## config.mk

```make
export PLATFORM = sky130hd
export DESIGN_NAME = sc_score_engine
export DESIGN_NICKNAME = d
export VERILOG_FILES = /design/src/rtl/sc_score_pkg.sv /design/src/rtl/sc_tier_classify.sv /design/src/rtl/sc_score_engine.sv
export SDC_FILE = /design/constraint.sdc
export NUM_CORES = 1
export LEC_CHECK = 0
export CORE_MARGIN = 2
export CORE_UTILIZATION = 60
export CTS_CLUSTER_DIAMETER = 100
export DETAILED_ROUTE_END_ITERATION = 8
export DONT_BUFFER_PORTS = 1
export GPL_TIMING_DRIVEN = 0
export PLACE_DENSITY = 0.76
export RECOVER_POWER = 100
export SETUP_SLACK_MARGIN = 0.2
export SLEW_MARGIN = 40
export SYNTH_ARGS = -nofsm -noshare
export SYNTH_HDL_FRONTEND = slang
export SYNTH_SLANG_ARGS = --single-unit
```

## constraint.sdc

```tcl
create_clock -name clk -period 23.6 [get_ports clk]
set_input_delay 3.54 -clock clk [delete_from_list [all_inputs] [get_ports clk]]
set_output_delay 3.54 -clock clk [all_outputs]
set_load 0.05 [all_outputs]
```

## src/rtl/sc_score_pkg.sv

```systemverilog
// Shared types and helpers for the note scoring engine.
// Latency: n/a (package only).
// Backpressure: n/a.
package sc_score_pkg;

    // Per-lane grade produced by stage 1. Explicit misses and late hits share
    // LATE because stage 2 counts them identically.
    typedef enum logic [2:0] {
        TIER0 = 3'd0,
        TIER1 = 3'd1,
        TIER2 = 3'd2,
        TIER3 = 3'd3,
        LATE  = 3'd4,
        NONE  = 3'd5
    } tier_e;

    // Default tier upper bounds (10 ms ticks) and base points
    localparam int DEF_T0 = 10;
    localparam int DEF_T1 = 25;
    localparam int DEF_T2 = 50;
    localparam int DEF_T3 = 100;
    localparam int DEF_P0 = 100;
    localparam int DEF_P1 = 50;
    localparam int DEF_P2 = 25;
    localparam int DEF_P3 = 10;

    // a + b clamped to the all-ones value of a w-bit field (w <= 64)
    function automatic logic [63:0] sat_add(input logic [63:0] a,
                                            input logic [63:0] b,
                                            input int unsigned w);
        logic [64:0] sum;
        logic [63:0] lim;
        sum = {1'b0, a} + {1'b0, b};
        lim = (w >= 64) ? {64{1'b1}} : ((64'd1 << w) - 64'd1);
        if (sum > {1'b0, lim}) begin
            return lim;
        end
        return sum[63:0];
    endfunction

endpackage

```

## src/rtl/sc_tier_classify.sv

```systemverilog
// Stage 1: grade one lane's match/miss strobe by timing error and register it.
// Latency: 1 cycle.
// Backpressure: none; a new grade is accepted every cycle.
module sc_tier_classify
    import sc_score_pkg::*;
#(
    parameter int DT_W = 16,
    parameter int T0   = DEF_T0,
    parameter int T1   = DEF_T1,
    parameter int T2   = DEF_T2,
    parameter int T3   = DEF_T3
) (
    input  logic            clk,
    input  logic            flush_i,
    input  logic            match_en_i,
    input  logic            miss_i,
    input  logic [DT_W-1:0] dt_i,
    output tier_e           tier_o
);

    localparam logic [DT_W-1:0] T0_C = DT_W'(T0);
    localparam logic [DT_W-1:0] T1_C = DT_W'(T1);
    localparam logic [DT_W-1:0] T2_C = DT_W'(T2);
    localparam logic [DT_W-1:0] T3_C = DT_W'(T3);

    tier_e tier_d, tier_q;

    // Grade the lane; an explicit miss overrides a simultaneous match
    always_comb begin
        tier_d = NONE;
        if (miss_i) begin
            tier_d = LATE;
        end else if (match_en_i) begin
            if (dt_i < T0_C)      tier_d = TIER0;
            else if (dt_i < T1_C) tier_d = TIER1;
            else if (dt_i < T2_C) tier_d = TIER2;
            else if (dt_i < T3_C) tier_d = TIER3;
            else                  tier_d = LATE;
        end
    end

    // Stage-1 register; a flush discards both the held and the incoming grade
    always_ff @(posedge clk) begin
        if (flush_i) tier_q <= NONE;
        else         tier_q <= tier_d;
    end

    assign tier_o = tier_q;

endmodule

```

## src/rtl/sc_score_engine.sv

```systemverilog
// Multi-lane scoring: grades hits per lane, then scores, tracks combo/multiplier and stats.
// Latency: 2 cycles from input strobes to all registered outputs.
// Backpressure: none; one event set per cycle. SC_SCORE_HIST_EN adds per-tier hit counters.
module sc_score_engine
    import sc_score_pkg::*;
#(
    parameter int LANES      = 5,
    parameter int DT_W       = 16,
    parameter int SCORE_W    = 32,
    parameter int COMBO_W    = 16,
    parameter int T0         = DEF_T0,
    parameter int T1         = DEF_T1,
    parameter int T2         = DEF_T2,
    parameter int T3         = DEF_T3,
    parameter int P0         = DEF_P0,
    parameter int P1         = DEF_P1,
    parameter int P2         = DEF_P2,
    parameter int P3         = DEF_P3,
    parameter int COMBO_STEP = 10,
    parameter int MAX_MULT   = 4
) (
    input  logic                  clk,
    input  logic                  rst,
    input  logic [LANES-1:0]      match_en,
    input  logic [LANES*DT_W-1:0] match_dt,
    input  logic [LANES-1:0]      miss,
    input  logic                  clear,
    output logic [SCORE_W-1:0]    score,
    output logic [COMBO_W-1:0]    combo,
    output logic [COMBO_W-1:0]    max_combo,
    output logic [3:0]            mult,
    output logic [COMBO_W-1:0]    hit_count,
    output logic [COMBO_W-1:0]    miss_count,
    output logic                  evt_valid
`ifdef SC_SCORE_HIST_EN
    ,
    output logic [COMBO_W-1:0]    tier_cnt0,
    output logic [COMBO_W-1:0]    tier_cnt1,
    output logic [COMBO_W-1:0]    tier_cnt2,
    output logic [COMBO_W-1:0]    tier_cnt3
`endif
);

    logic  flush;
    tier_e tier_w [LANES];

    assign flush = rst | clear;

    for (genvar g = 0; g < LANES; g++) begin : g_lane
        sc_tier_classify #(
            .DT_W (DT_W), .T0 (T0), .T1 (T1), .T2 (T2), .T3 (T3)
        ) u_cls (
            .clk        (clk),
            .flush_i    (flush),
            .match_en_i (match_en[g]),
            .miss_i     (miss[g]),
            .dt_i       (match_dt[g*DT_W +: DT_W]),
            .tier_o     (tier_w[g])
        );
    end

    logic [SCORE_W-1:0] score_q, score_d;
    logic [COMBO_W-1:0] combo_q, combo_d, max_combo_q, max_combo_d;
    logic [COMBO_W-1:0] step_q, step_d;
    logic [3:0]         mult_q, mult_d;
    logic [COMBO_W-1:0] hit_q, hit_d, miss_q, miss_d;
    logic               evt_q, evt_d;
    logic [3:0]         h_cnt, m_cnt;
    logic [31:0]        pts;
    logic [63:0]        prod;
    logic [COMBO_W:0]   step_sum;
`ifdef SC_SCORE_HIST_EN
    logic [3:0]         th [4];
    logic [COMBO_W-1:0] tc_q [4];
    logic [COMBO_W-1:0] tc_d [4];
`endif

    // Stage 2: aggregate lane grades and compute next accumulator state
    always_comb begin
        h_cnt = '0;
        m_cnt = '0;
        pts   = '0;
`ifdef SC_SCORE_HIST_EN
        for (int t = 0; t < 4; t++) th[t] = '0;
`endif
        for (int i = 0; i < LANES; i++) begin
            case (tier_w[i])
                TIER0:   begin h_cnt = h_cnt + 4'd1; pts = pts + 32'(P0); end
                TIER1:   begin h_cnt = h_cnt + 4'd1; pts = pts + 32'(P1); end
                TIER2:   begin h_cnt = h_cnt + 4'd1; pts = pts + 32'(P2); end
                TIER3:   begin h_cnt = h_cnt + 4'd1; pts = pts + 32'(P3); end
                LATE:    m_cnt = m_cnt + 4'd1;
                default: ;
            endcase
`ifdef SC_SCORE_HIST_EN
            if (tier_w[i] <= TIER3) th[tier_w[i][1:0]] = th[tier_w[i][1:0]] + 4'd1;
`endif
        end

        // Points are weighted by the multiplier in force before this event set
        prod    = 64'(pts) * 64'(mult_q);
        score_d = SCORE_W'(sat_add(64'(score_q), prod, SCORE_W));

        step_sum = {1'b0, step_q} + (COMBO_W+1)'(h_cnt);
        combo_d  = COMBO_W'(sat_add(64'(combo_q), 64'(h_cnt), COMBO_W));
        step_d   = step_sum[COMBO_W-1:0];
        mult_d   = mult_q;
        if (m_cnt != '0) begin
            // Any miss breaks the streak, even if other lanes hit
            combo_d = '0;
            step_d  = '0;
            mult_d  = 4'd1;
        end else if (step_sum >= (COMBO_W+1)'(COMBO_STEP)) begin
            // LANES <= COMBO_STEP bounds this to one increment per cycle
            step_d = COMBO_W'(step_sum - (COMBO_W+1)'(COMBO_STEP));
            if (mult_q < 4'(MAX_MULT)) mult_d = mult_q + 4'd1;
        end

        max_combo_d = (combo_d > max_combo_q) ? combo_d : max_combo_q;
        hit_d  = COMBO_W'(sat_add(64'(hit_q), 64'(h_cnt), COMBO_W));
        miss_d = COMBO_W'(sat_add(64'(miss_q), 64'(m_cnt), COMBO_W));
        evt_d  = (h_cnt != '0) || (m_cnt != '0);
`ifdef SC_SCORE_HIST_EN
        for (int t = 0; t < 4; t++) tc_d[t] = COMBO_W'(sat_add(64'(tc_q[t]), 64'(th[t]), COMBO_W));
`endif
    end

    // Stage-2 registers; rst and clear both return to the song-start state
    always_ff @(posedge clk) begin
        if (flush) begin
            score_q     <= '0;
            combo_q     <= '0;
            max_combo_q <= '0;
            step_q      <= '0;
            mult_q      <= 4'd1;
            hit_q       <= '0;
            miss_q      <= '0;
            evt_q       <= 1'b0;
`ifdef SC_SCORE_HIST_EN
            for (int t = 0; t < 4; t++) tc_q[t] <= '0;
`endif
        end else begin
            score_q     <= score_d;
            combo_q     <= combo_d;
            max_combo_q <= max_combo_d;
            step_q      <= step_d;
            mult_q      <= mult_d;
            hit_q       <= hit_d;
            miss_q      <= miss_d;
            evt_q       <= evt_d;
`ifdef SC_SCORE_HIST_EN
            for (int t = 0; t < 4; t++) tc_q[t] <= tc_d[t];
`endif
        end
    end

    assign score      = score_q;
    assign combo      = combo_q;
    assign max_combo  = max_combo_q;
    assign mult       = mult_q;
    assign hit_count  = hit_q;
    assign miss_count = miss_q;
    assign evt_valid  = evt_q;
`ifdef SC_SCORE_HIST_EN
    assign tier_cnt0  = tc_q[0];
    assign tier_cnt1  = tc_q[1];
    assign tier_cnt2  = tc_q[2];
    assign tier_cnt3  = tc_q[3];
`endif

endmodule

```

==> flow_summary.ini, run 1 <==
[status]
status = finished, final reports clean

[cts]
htree_levels = 4
root_buffer = clkbuf_16
cts_tree = done
clock_latency_ns = 0.43
cts_setup_buffers = 0
cts-buffers-inserted = 17
clk_pin_slew_ns = 0.06
holdBufCountCts = 0
cts_resized = 0
cts_sinks = 132
cts_max_path_buffers = 2

[timing]
hold_viol_final = 0
drv_slew = 0
finalSetupViolations = 0
tns_ns = 0
fin_crit_ns = 11.94
tightest_slew_ns = 1.437
relSlewSlack_pct = 3.327
rsz0062_at_grt = no
fin_crit_sh_pct = 50.60
fmax_mhz = 83.73
hold_slack_ns = 0.5856
skew_ns = 0.01595

[yosys]
synth_area_leader_cell = dfxtp_1
syn-instance-count = 1488
synth_ff_type = dfxtp_1
synthesis.area_um2 = 11580
ys_top_cells_by_area = dfxtp_1 (23%), ha_1 (9.9%), fa_1 (5.9%), a21oi_1 (5.5%), xnor2_1 (4.8%)
ys_types = 90
synth-edff-count = 0
ys_ff_latch = 132
synth_most_common_cell = nor2_1
syn_avg_cell_area_um2 = 7.783
synth_common_cells = nor2_1 (147), inv_1 (136), dfxtp_1 (132), a21oi_1 (127)
yosysTopAreaCellShare_pct = 22.82
ys_warn_count = 0
seq_area_frac_synth_pct = 22.82
ys_async_sr_fraction_pct = 0

[worst_setup_path]
cp.required_ns = 23.89
worstSetupStartpointType = flip-flop
slowest_delay_ns = 1.05
cpMaxStageDelayCell = o311ai_0
critical_path_class = reg2reg
arrival_ns = 12.23
crit_family = compound AO/OA/AOI/OAI gates
crit_fanout = 10
path_buf_inv = 8
endpoint_kind = flip-flop

[hold_path]
hold_path_class = reg2reg

[power]
peakVddDrop_mv = 0.04913
p_leak_nw = 5.129
p_per_area_nw_per_um2 = 42.46

[finish]
syn_to_final_growth_pct = 7.801
utilization_pct = 66.30
drive_gt1_share_pct = 4.728
num_antenna_cells = 0
nets = 1729
final_area_um2 = 12480

[grt]
antenna_found_initial = 0
grt_max_degree = 17
grt_pass1_wl_um = 51260
grt-ovfl-total = 0
grt_pass1_vias = 10479
grt_util_all_layers_pct = 31.02

[route]
ant_nets = 0
wl_per_cell_um = 17.42
drt_pass1_iterations = 5
viasPerCell = 6.186
drc = 0
vias = 11030
finalWirelength_um = 31060
drt_iter0_drc = 996

[floorplanning]
die_w_um = 142.9
pin_count = 194
core_area_um2 = 18830
die-area_um2 = 20430
rows = 50
start_util_pct = 61.50
die_y_um = 142.9

[run]
cap_violations = 0

[place]
port_buffers = 0
place_area_um2 = 11930
gp_congestion = 0.9593
hpwlAfterDp_um = 23970
-- power breakdown --
| part | leakage (nW) | internal, mW | switching [mW] |
|---|---|---|---|
| clock network | 0.270 | 0.139 | 0.117 |
| registers | 1.07 | 0.225 | 0.00669 |
| logic | 3.79 | 0.0144 | 0.0288 |
| total | 5.13 | 0.378 | 0.152 |
-- cell usage in the layout (no fill, tap or decap), drive strengths merged, types with 9 or more instances in the layout --
cell type / instances
nor2: 147
inv: 145
dfxtp: 132
a21oi: 128
nand2: 93
ha: 92
o21ai: 71
xnor2: 64
clkbuf: 62
nand3: 56
nor3: 45
fa: 34
xor2: 33
mux2i: 26
nand2b: 25
and3: 24
or3: 24
nor2b: 21
a31oi: 21
a21o: 19
and2: 17
o31ai: 14
o311ai: 14
o211ai: 13
or2: 12
a211oi: 12
o21a: 11
nand4: 10
buf: 10
nor4: 9
-- registers in the layout, summed over array words and instances (netlist names) --
signal               cells
combo                   16
evt_valid                1
g_lane.u_cls.tier_o     15
hit_count               16
max_combo               16
miss_count              16
mult                     4
score                   32
step_q                  16
-- final cells by class --
| class | count | area, µm² |
|---|---|---|
| sequential | 132 | 2643 |
| inverter | 139 | 524.3 |
| buffer | 55 | 234.0 |
| multi-input combinational | 1165 | 8192 |
| fill | 1642 | 6346 |
| clock buffer | 17 | 425.4 |
| tap | 260 | 325.3 |
| clock inverter | 15 | 141.4 |
-- metrics by stage --
stage          worst slack, ns  total power [mW]  std cells
2_1_floorplan            13.99            0.2668       1491
3_3_place_gp             12.07            0.2774       1751
3_5_place_dp             12.32            0.2784       1751
4_1_cts                  12.24            0.5323       1783
5_1_grt                  10.79            0.5471       1783
6_report                 11.66            0.5301       1783
-- routing by layer --
layer,track usage (%),wire length (µm)
met3,8.048,2659
met1,39.74,13300
met4,10.73,708
met5,0,0
met2,50.72,14390
-- kinds of logic after synthesis --
| family | count (synthesis) | share of synthesized area [%] |
|---|---|---|
| flops | 132 | 22.82 |
| fa+ha+maj | 126 | 15.82 |
| compound gates | 397 | 22.74 |
| other cells | 1 | 0.03238 |
| buf+inv | 194 | 6.547 |
| simple gates | 510 | 21.98 |
| mux | 31 | 2.733 |
| xor+xnor | 97 | 7.336 |
-- tightest hold or removal path, delay by kind of cell (launching register included) --
family                    cells  cell delay, ns
xor gates and xnor gates      1            0.16
and+or+nand+nor               1            0.04
DFF                           1            0.35
-- path summary, 6_finish.rpt --
| kind | startpoint | slack, ns | depth (start not counted) | end |
|---|---|---|---|---|
| hold / removal | step_q[6] | 0.59 | 2 | step_q[6] |
| setup reg to reg | g_lane[1].u_cls.tier_o[0] | 11.66 | 45 | score[1] |
| setup / recovery | g_lane[1].u_cls.tier_o[0] | 11.66 | 45 | score[1] |
| hold reg to reg | step_q[6] | 0.59 | 2 | step_q[6] |
(Power assumes the default switching activity.)
==> inputs of run 2 (changes only) <==
Clock period 23.6 ns to 12.15 ns, I/O delays scaled along.
==> flow_summary.ini, run 2 (synthesized netlist as in run 1, its figures left out) <==
[status]
status = finished, final reports clean

[route]
drt_iter0_drc = 960
drc = 0
vias = 11020
ant_nets = 0
drt_pass1_iterations = 7
viasPerCell = 6.181
wl_per_cell_um = 17.46
finalWirelength_um = 31130

[timing]
relSlewSlack_pct = 3.138
finalSetupViolations = 0
tns_ns = 0
drv_slew = 0
hold_slack_ns = 0.5889
rsz0062_at_grt = no
hold_viol_final = 0
fin_crit_ns = 11.15
fmax_mhz = 89.65
fin_crit_sh_pct = 91.80
skew_ns = 0.01564
tightest_slew_ns = 1.440

[grt]
grt_util_all_layers_pct = 31.02
antenna_found_initial = 0
grt_pass1_wl_um = 51260
grt-ovfl-total = 0
grt_pass1_vias = 10479
grt_max_degree = 17

[power]
peakVddDrop_mv = 0.09383
p_per_area_nw_per_um2 = 82.36
p_leak_nw = 5.127

[floorplanning]
die-area_um2 = 20430
start_util_pct = 61.50
die_w_um = 142.9
core_area_um2 = 18830
die_y_um = 142.9
pin_count = 194
rows = 50

[cts]
clk_pin_slew_ns = 0.06
htree_levels = 4
root_buffer = clkbuf_16
cts-buffers-inserted = 17
cts_sinks = 132
cts_tree = done
cts_max_path_buffers = 2
cts_setup_buffers = 0
clock_latency_ns = 0.43

[worst_setup_path]
endpoint_kind = flip-flop
critical_path_class = reg2reg
arrival_ns = 11.45
worstSetupStartpointType = flip-flop
r2r_slack_ns = 1.0
crit_fanout = 10
cp.required_ns = 12.44
cpMaxStageDelayCell = fa_1
slowest_delay_ns = 0.55

[finish]
largest_reg_flops = 32
drive_gt1_share_pct = 5.056
num_antenna_cells = 0
final_common_cell = nor2_1
nets = 1729
layout_common_cells = nor2_1 (146), inv_1 (136), dfxtp_1 (132)
syn_to_final_growth_pct = 7.962

[place]
port_buffers = 0
gp_congestion = 0.9593
hpwlAfterDp_um = 23970

[hold_path]
hold_path_class = reg2reg

[run]
cap_violations = 0
==> run 2: cell types whose count changed in the layout (fill, tap and decap cells not counted), sizes merged <==
cell    previous run  this run
buf               10        11
clkbuf            62        61
==> run 2: cell type report <==
cell class | count | area (µm²)
Multi-Input combinational cell | 1165 | 8209
Fill cell | 1635 | 6327
Tap cell | 260 | 325.3
Clock buffer | 17 | 425.4
Sequential cell | 132 | 2643
Buffer | 55 | 235.2
Inverter | 139 | 524.3
Clock inverter | 15 | 141.4
==> run 2: where the power goes <==
group | switching (mW) | leakage (nW) | internal, mW | total (mW)
sequential | 0.0130 | 1.07 | 0.436 | 0.449
clock | 0.227 | 0.270 | 0.270 | 0.496
combinational | 0.0560 | 3.79 | 0.0280 | 0.0841
==> run 2: critical path: cells and delay by family, from the launching register on <==
kind                     cells  cell delay [ns]
XOR/XNOR                     1             0.19
adder cells (fa/ha/maj)      8             3.20
buffers and inverters        8             1.16
AO/OA/AOI/OAI               17             4.40
flip-flops                   1             0.36
AND/OR/NAND/NOR             12             1.72
==> run 2: layer usage <==
metal / track usage, % / vias up / part of all wire [%]
met5: 0 / - / 0
met4: 10.73 / 0 / 2.6
met2: 50.72 / 396 / 46
met1: 39.74 / 5201 / 43
met3: 8.048 / 62 / 8.4
li1: - / 5361 / -
==> run 2: worst paths after layout <==
path,startpoint,to,cells after the start
worst min register to register,step_q[6],step_q[6],2
worst max-delay path,g_lane[1].u_cls.tier_o[0],score[1],46
worst max register to register,g_lane[1].u_cls.tier_o[0],score[1],46
worst min-delay path,step_q[6],step_q[6],2
==> run 2: timing repair <==
item / 4_1_cts / 5_1_grt
resized for setup: 0 / 3
setup endpoints to repair: 0 / 30
hold buffers: 0 / 0
==> run 2: metrics by stage <==
step,power (mW),area [µm²],instances,setup WS (ns),utilization [%]
finish,1.030,12500,1783,0.9958,66.40
global placement,0.5387,11920,1751,0.6186,63.29
CTS,1.034,12500,1783,0.7943,66.39
global route,1.063,12500,1783,0.1778,66.40
floorplan,0.5182,11590,1491,2.538,-
detailed placement,0.5408,11930,1751,0.8744,63.38
